## config.mk

```make
export PLATFORM = sky130hd
export DESIGN_NAME = timer_counter
export DESIGN_NICKNAME = d
export VERILOG_FILES = /design/src/rtl/timer_pkg.sv /design/src/rtl/timer_counter.sv
export SDC_FILE = /design/constraint.sdc
export NUM_CORES = 1
export LEC_CHECK = 0
export CORE_AREA = 2 2 108 110
export CTS_CLUSTER_SIZE = 25
export DETAILED_ROUTE_END_ITERATION = 7
export DIE_AREA = 0 0 110 112
export SYNTH_ARGS = -nofsm -noshare
export SYNTH_HDL_FRONTEND = slang
export SYNTH_SLANG_ARGS = --single-unit
```

## constraint.sdc

```tcl
create_clock -name clk -period 4.6 [get_ports clk]
set_input_delay 0.92 -clock clk [delete_from_list [all_inputs] [get_ports clk]]
set_output_delay 0.92 -clock clk [all_outputs]
set_load 0.02 [all_outputs]
```

## src/rtl/timer_pkg.sv

```systemverilog
// Shared definitions for the memory-mapped interrupt timer: FSM states,
// register window offsets, CTRL field positions and MODE encodings.
package timer_pkg;

  typedef enum logic [1:0] {
    IDLE = 2'd0,
    LOAD = 2'd1,
    CNT  = 2'd2,
    INT  = 2'd3
  } state_e;

  localparam logic [1:0] CTRL   = 2'd0;
  localparam logic [1:0] PRESET = 2'd1;
  localparam logic [1:0] COUNT  = 2'd2;

  localparam int EN      = 0;
  localparam int MODE_LO = 1;
  localparam int MODE_HI = 2;
  localparam int IM      = 3;

  localparam logic [1:0] ONESHOT = 2'd0;
  localparam logic [1:0] RELOAD  = 2'd1;

endpackage

```

## src/rtl/timer_counter.sv

```systemverilog
// Programmable 32-bit down-counter with CTRL/PRESET/COUNT register window
// and a registered, maskable interrupt request for CP0.
module timer_counter
  import timer_pkg::*;
(
  input  logic        clk,
  input  logic        reset,
  input  logic [1:0]  addr,
  input  logic        we,
  input  logic [31:0] wdata,
  output logic [31:0] rdata,
  output logic        irq
);

  state_e      state_q, state_d;
  logic [3:0]  ctrl_q, ctrl_d;
  logic [31:0] preset_q, preset_d;
  logic [31:0] count_q, count_d;
  logic        irq_flag_q, irq_flag_d;
  logic        wr_ctrl, wr_preset;

  assign wr_ctrl   = we && (addr == CTRL);
  assign wr_preset = we && (addr == PRESET);

  always_ff @(posedge clk or posedge reset) begin
    if (reset) begin
      state_q    <= IDLE;
      ctrl_q     <= 4'd0;
      preset_q   <= 32'd0;
      count_q    <= 32'd0;
      irq_flag_q <= 1'b0;
    end else begin
      state_q    <= state_d;
      ctrl_q     <= ctrl_d;
      preset_q   <= preset_d;
      count_q    <= count_d;
      irq_flag_q <= irq_flag_d;
    end
  end

  always_comb begin
    state_d    = state_q;
    ctrl_d     = ctrl_q;
    preset_d   = preset_q;
    count_d    = count_q;
    irq_flag_d = irq_flag_q;

    // Bus writes first so the FSM below can override the acknowledge
    // (expiry set must win) without ever losing an interrupt.
    if (wr_ctrl) begin
      ctrl_d     = wdata[3:0];
      irq_flag_d = 1'b0;
    end
    if (wr_preset) begin
      preset_d   = wdata;
      irq_flag_d = 1'b0;
    end

    case (state_q)
      IDLE: begin
        if (ctrl_q[EN]) state_d = LOAD;
      end
      LOAD: begin
        if (ctrl_q[EN]) begin
          count_d = preset_q;
          state_d = CNT;
        end else begin
          state_d = IDLE;
        end
      end
      CNT: begin
        if (!ctrl_q[EN]) begin
          state_d = IDLE;
        end else if (count_q > 32'd1) begin
          count_d = count_q - 32'd1;
        end else begin
          count_d    = 32'd0;
          irq_flag_d = 1'b1;
          state_d    = INT;
        end
      end
      INT: begin
        state_d = IDLE;
        // Modes 2 and 3 fall into the one-shot branch; a concurrent CTRL
        // write keeps whatever EN software just wrote.
        if (ctrl_q[MODE_HI:MODE_LO] == RELOAD) begin
          irq_flag_d = 1'b0;
        end else if (!wr_ctrl) begin
          ctrl_d[EN] = 1'b0;
        end
      end
      default: state_d = IDLE;
    endcase
  end

  always_comb begin
    rdata = 32'd0;
    case (addr)
      CTRL:    rdata = {28'd0, ctrl_q};
      PRESET:  rdata = preset_q;
      COUNT:   rdata = count_q;
      default: rdata = 32'd0;
    endcase
  end

  assign irq = ctrl_q[IM] & irq_flag_q;

endmodule

```

==> results_dict.tcl, run 1 <==
set metrics [dict create \
    drt-met1-wl_um 5390 \
    ys_warn_count 0 \
    synthesis.instances 423 \
    syn2layout_area_growth_pct 26.8 \
    required_arrival_time_at_the_worst_endpoint_ps 3680 \
    crit_path_top_delay_cell "sky130_fd_sc_hd__clkdlybuf4s50_1" \
    critPathMaxStageDelay_ps 680 \
    numCtsBuffers 9 \
    yosys.cell_types.count 53 \
    post_cts_resized 0 \
    path_common_cell "sky130_fd_sc_hd__clkdlybuf4s50_1" \
    synth-seq-cells 71 \
    critical_path.cell_chain "clkdlybuf4s50_1 -> nor2b_2 -> buf_4 -> a22o_1 -> clkdlybuf4s50_1" \
    first_global_vias 3757 \
    final_wirelength_um 12300 \
    power_density_nw_per_um2 561 \
    final_net_count 516 \
    dpl_worst_slack_ps 824 \
    p_leak_uw 0.00207 \
    dieHeight_um 112 \
    met2_routed_length_um 6050 \
    synthesis.area_per_instance_um2 9.80 \
    seqCellArea_um2 1780 \
    final-hold-violation-count 0 \
    fin_tns_setup_ps 0 \
    wl_met3_um 662 \
    h_tree_lvl_count 3 \
    multi_input_area_um2 2180 \
    synthTopCellsByArea "sky130_fd_sc_hd__dfrtp_1 43%, sky130_fd_sc_hd__mux2_2 9.8%, sky130_fd_sc_hd__a22o_1 6.3%, sky130_fd_sc_hd__nand2_1 2.7%, sky130_fd_sc_hd__clkbuf_1 2.4%" \
    detail_route.drc_violations 0 \
    largest_net_degree_at_the_start_of_global_routing 32 \
    critical_path_arrival_ps 2930 \
    critical_path.max_fanout 14 \
    insertion_delay_ps 340 \
    hpwlAfterDp_um 8140 \
    post_cts_buffers 0 \
    compound_cell_area_share_of_the_yosys_netlist_pct 21.2 \
    timing.final.crit_share_pct 83.6 \
    cts_num_sinks 71 \
    synth_top_family_by_area "compound AO/OA/AOI/OAI gates" \
    route.top_layer_used "met4" \
    cpLargestDelayFamily "buffers and inverters" \
    port_buffers 69 \
    floorplan.initialDensity_pct 37.1 \
    max_slew_margin_pct 37.0 \
    clock_path_buffers 2 \
    cts.root.buffer_cell "sky130_fd_sc_hd__clkbuf_16" \
    max_clock_freq_ghz 0.260 \
    tritoncts "yes" \
    worstHoldPathType "flop to flop" \
    drtAntennaViolNets 0 \
    crit_end_element "output port" \
    overflow 0 \
    yosys.area.top_type_share_pct 42.9 \
    die_x_um 110 \
    coreArea_um2 11200 \
    grt_setup_unrepaired "no" \
    count_of_final_setup_violators 0 \
    synth.largest_area_cell "sky130_fd_sc_hd__dfrtp_1" \
    path_buf_inv 3 \
    place_congestion 0.861 \
    cts_hold_repair.buffers 0 \
    globalRouteTotalUtil_pct 20.9 \
    fp-row-count 39 \
    syn-num-nets 462 \
    final_worst_slack_ps 753 \
    drtPass1Iterations 4 \
    grt_pass1_wl_um 19800 \
    timing_max_transition_violations_final 0 \
    critical_path.startpoint_type "primary input" \
    run_status "completed" \
    avgRoutedWirePerCell_um 19.6 \
    cap_violations 0 \
    synth_simple_gate_area_share_pct 19.4 \
    async_flop_share_pct 100 \
    initialDrtViolationCount 320 \
    final_clock_skew_ps 4.95 \
    share_of_post_route_cells_with_drive_strength_above_1_pct 14.5 \
    viasPerCell 6.10 \
    total_number_of_vias 3812 \
    syn_area_um2 4150 \
    layout_filler_cell_count 1080 \
    max-vdd-ir-drop_uv 213 \
    synth_xor_xnor_area_share_pct 0.211 \
    primary_flip_flop_cell_chosen_by_synthesis_mapping "sky130_fd_sc_hd__dfrtp_1" \
    clk_pin_slew_worst_setup_hold_paths_ps 50 \
    edff_count_synth 0 \
    muxShareOfSynthArea_pct 11.0 \
    die_area_um2 12300 \
    floorplan.io_pins 70 \
    crit_type "primary input to output port" \
    num_antenna_cells 0 \
    synthAdderAreaFrac_pct 0.604 \
    tightest_slew_ps 942 \
    final.min_clock_period_ps 3850 \
    antenna_found_initial 0 \
    portion_of_the_post_synthesis_area_used_by_sequential_elements_pct 42.9 \
]
==> per-layer routing <==
layer	global-route usage (%)	vias up
li1	-	1753
met1	28.2	1887
met2	33.8	152
met3	3.75	20
met4	6.41	0
met5	0	-
==> logic make-up (layout without fill, tap and decap cells) <==
kind of cell	count (synthesis)	in the layout
simple gates	145	145
buf+inv	46	105
flops	71	71
mux	41	41
compound gates	117	117
xor+xnor	1	1
fa+ha+maj	2	2
==> cells in the final DEF, fill, tap and decap left out, drive strengths merged, types with 3 or more instances in the layout <==
master and count:
dfrtp 71, clkdlybuf4s50 69, mux2 36, nand2 30, a22o 30, nor3 20, nor2 17, nand3 14
a21oi 14, nand4 13, o21ai 13, clkbuf 12, buf 11, or4 10, o31ai 9, inv 9
and3 8, nor4 7, or3 7, a32oi 7, a22oi 7, a31oi 7, o2bb2ai 6, o211ai 5
mux2i 5, o22ai 4, nor2b 4, nand2b 3, o31a 3, or2 3
==> report_power, final <==
| part | switching, uW | internal, uW | leakage (uW) |
|---|---|---|---|
| Combinational | 643 | 492 | 0.00104 |
| Clock | 256 | 473 | 0.000151 |
| Sequential | 268 | 817 | 0.000876 |
==> stage by stage <==
step | utilization, % | std cells | cell area [um2] | hold slack [ps] | power [uW]
after detailed placement | 44.3 | 609 | 4950 | 517 | 2210
after floorplan | - | 423 | 4150 | 486 | 1810
final | 47.0 | 625 | 5260 | 524 | 2950
after global routing | 47.0 | 625 | 5260 | 545 | 3140
after global placement | 44.3 | 609 | 4950 | 507 | 2190
after CTS | 47.0 | 625 | 5260 | 529 | 2950
==> final cells by class <==
| class | count | share of cell area, % |
|---|---|---|
| multi-input combinational | 306 | 41.4 |
| sequential | 71 | 33.8 |
| timing repair buffer | 80 | 14.9 |
| clock buffer | 12 | 4.50 |
| tap | 143 | 3.40 |
| clock inverter | 4 | 1.33 |
| inverter | 9 | 0.643 |
==> Yosys cell counts (all sizes together) (3+ instances only) <==
cell and number:
nor4 7, o21ai 13, nand2 30, a21oi 14, nor3 20, a22oi 7
o211ai 5, nand2b 3, and3 8, buf 10, o31a 3, clkbuf 27
a31oi 7, mux2 36, nor2 17, mux2i 5, a32oi 7, or3 7
nand4 13, nor2b 4, o22ai 4, o2bb2ai 6, nand3 14, inv 9
o31ai 9, or2 3, or4 10, a22o 30, dfrtp 71
==> sequential cells by signal, indices dropped and copies added (netlist names) <==
name	count
count_q	32
ctrl_q	4
irq_flag_q	1
preset_q	32
state_q	2
==> path summary, 6_finish.rpt <==
check / from / to / slack [ps] / cells after the start
max: addr[1] / rdata[21] / 750 / 5
min in group asynchronous: reset / preset_q[5]$_DFFE_PP0P_ / 910 / 2
min reg2reg: preset_q[10]$_DFFE_PP0P_ / preset_q[10]$_DFFE_PP0P_ / 520 / 1
max in group asynchronous: reset / preset_q[31]$_DFFE_PP0P_ / 2970 / 3
min: preset_q[10]$_DFFE_PP0P_ / preset_q[10]$_DFFE_PP0P_ / 520 / 1
max reg2reg: count_q[5]$_DFFE_PP0P_ / count_q[4]$_DFFE_PP0P_ / 1840 / 5
(Power assumes the default switching activity.)
==> run 2, diff against run 1 <==
Clock period 4.6 ns to 3.5 ns, I/O delays scaled along.
==> results_dict.tcl, run 2 (same netlist as run 1, synthesis figures left out) <==
set metrics [dict create \
    post_dp_cell_area_um2 5000 \
    hpwlAfterDp_um 8170 \
    cts.root.buffer_cell "sky130_fd_sc_hd__clkbuf_16" \
    multi_input_area_um2 2180 \
    cts_num_sinks 71 \
    crit_end_element "output port" \
    coreArea_um2 11200 \
    cts_hold_repair.buffers 0 \
    avgRoutedWirePerCell_um 19.2 \
    insertion_delay_ps 330 \
    sw_frac_of_total_pct 39.9 \
    count_of_final_setup_violators 0 \
    hold_slack_ps 522 \
    viasPerCell 6.00 \
    final-hold-violation-count 0 \
    power.clock.fraction_pct 22.2 \
    required_arrival_time_at_the_worst_endpoint_ps 2800 \
    clk_pin_slew_worst_setup_hold_paths_ps 50 \
    place_congestion 0.860 \
    fin_tns_setup_ps 0 \
    final_net_count 523 \
    max-vdd-ir-drop_uv 246 \
    cap_violations 0 \
    critical_path_arrival_ps 2650 \
    run_status "completed" \
    numCtsBuffers 9 \
    initialDrtViolationCount 334 \
    floorplan.io_pins 70 \
    crit_path_top_delay_cell "sky130_fd_sc_hd__clkdlybuf4s50_1" \
    top_registers "count_q x32, preset_q x32, ctrl_q x4" \
    grt_setup_unrepaired "no" \
    h_tree_lvl_count 3 \
    grt_pass1_wl_um 19900 \
    switchingPower_uw 1520 \
    port_buffers 69 \
    finalInstanceArea_um2 5280 \
    drtPass1Iterations 5 \
    floorplan.initialDensity_pct 37.1 \
    critical_path.startpoint_type "primary input" \
    die_x_um 110 \
    timing_max_transition_violations_final 0 \
    critical_path.cell_chain "clkdlybuf4s50_1 -> nor2b_2 -> buf_4 -> a22o_1 -> clkdlybuf4s50_1" \
    post_cts_resized 0 \
    layout_commonest_cell "sky130_fd_sc_hd__dfrtp_1" \
    path_common_cell "sky130_fd_sc_hd__clkdlybuf4s50_1" \
    globalRouteTotalUtil_pct 20.6 \
    final.min_clock_period_ps 3350 \
    timing.final.crit_share_pct 95.8 \
    die_area_um2 12300 \
    proportion_of_power_drawn_by_flip_flops_and_latches_pct 37.3 \
    p_leak_uw 0.00209 \
    layout_filler_cell_count 1049 \
    worstHoldPathType "flop to flop" \
    utilization_pct 47.2 \
    first_global_vias 3777 \
    total_number_of_vias 3771 \
    share_of_post_route_cells_with_drive_strength_above_1_pct 15.8 \
    pwr-share-comb_pct 40.5 \
    max_clock_freq_ghz 0.298 \
    tightest_slew_ps 908 \
    seqCellArea_um2 1780 \
    post_cts_buffers 0 \
    drtAntennaViolNets 0 \
    critPathMaxStageDelay_ps 620 \
    tritoncts "yes" \
    overflow 0 \
    dieHeight_um 112 \
    crit_type "primary input to output port" \
    power_density_nw_per_um2 723 \
    detail_route.drc_violations 0 \
    layout.cells.most_common_list "71 x sky130_fd_sc_hd__dfrtp_1, 69 x sky130_fd_sc_hd__clkdlybuf4s50_1, 36 x sky130_fd_sc_hd__mux2_2, 30 x sky130_fd_sc_hd__nand2_1, 30 x sky130_fd_sc_hd__a22o_1" \
    num_antenna_cells 0 \
    syn2layout_area_growth_pct 27.3 \
    clock_path_buffers 2 \
    antenna_found_initial 0 \
    critical_path.max_fanout 17 \
    p_int_uw 2290 \
    fp-row-count 39 \
    max_slew_margin_pct 39.3 \
    largest_net_degree_at_the_start_of_global_routing 38 \
    final_clock_skew_ps 5.39 \
    final_wirelength_um 12100 \
]
[run 2: cell count changes in the layout (fill, tap and decap cells not counted), sizes merged]
| cell | before | now |
|---|---|---|
| buf | 11 | 18 |
| bufinv | 2 | 0 |
| clkinv | 2 | 1 |
[run 2: layer usage]
metal	vias to the layer above	GRT usage, %	part of all wire (%)
met2	145	32.4	47
met4	0	6.16	2.2
met3	25	4.16	5.8
met1	1849	28.6	44
li1	1752	-	-
met5	-	0	0
[run 2: worst paths after layout]
path | from | cells after the start | slack (ps) | to
setup / recovery | addr[0] | 5 | 150 | rdata[21]
hold / removal | preset_q[12]$_DFFE_PP0P_ | 1 | 520 | preset_q[12]$_DFFE_PP0P_
setup reg to reg | count_q[23]$_DFFE_PP0P_ | 5 | 790 | count_q[4]$_DFFE_PP0P_
hold reg to reg | preset_q[12]$_DFFE_PP0P_ | 1 | 520 | preset_q[12]$_DFFE_PP0P_
max in group asynchronous | reset | 3 | 1990 | preset_q[21]$_DFFE_PP0P_
min in group asynchronous | reset | 2 | 840 | preset_q[12]$_DFFE_PP0P_
[run 2: critical path, delay by kind of cell]
family          cells  cell delay, ps
compound gates      1             230
buf+inv             3            1500
simple gates        1             220
[run 2: power groups by stage]
stage               Sequential (uW)  Clock (uW)  Combinational, uW
floorplan                      1290           0               1100
global placement               1420           0               1500
detailed placement             1430           0               1520
CTS                            1420         860               1530
global route                   1470         901               1690
finish                         1420         846               1540
[run 2: layout make-up]
class / count / share of cell area (%)
Clock inverter: 1 / 0.0949
Timing Repair Buffer: 87 / 15.9
Tap cell: 143 / 3.39
Clock buffer: 12 / 5.05
Sequential cell: 71 / 33.7
Inverter: 9 / 0.640
Multi-Input combinational cell: 306 / 41.2
[run 2: metrics by stage]
stage,power (uW),worst slack (ps),cells
2_1_floorplan,2380,840,423
3_3_place_gp,2930,206,616
3_5_place_dp,2950,161,616
4_1_cts,3810,139,629
5_1_grt,4070,50.3,629
6_report,3810,148,629
==> run 3, diff against run 2 <==
Settings changed: SLEW_MARGIN set to 20.
==> results of run 3 <==
No change in the layout: final DEF, timing and power equal those of run 2.
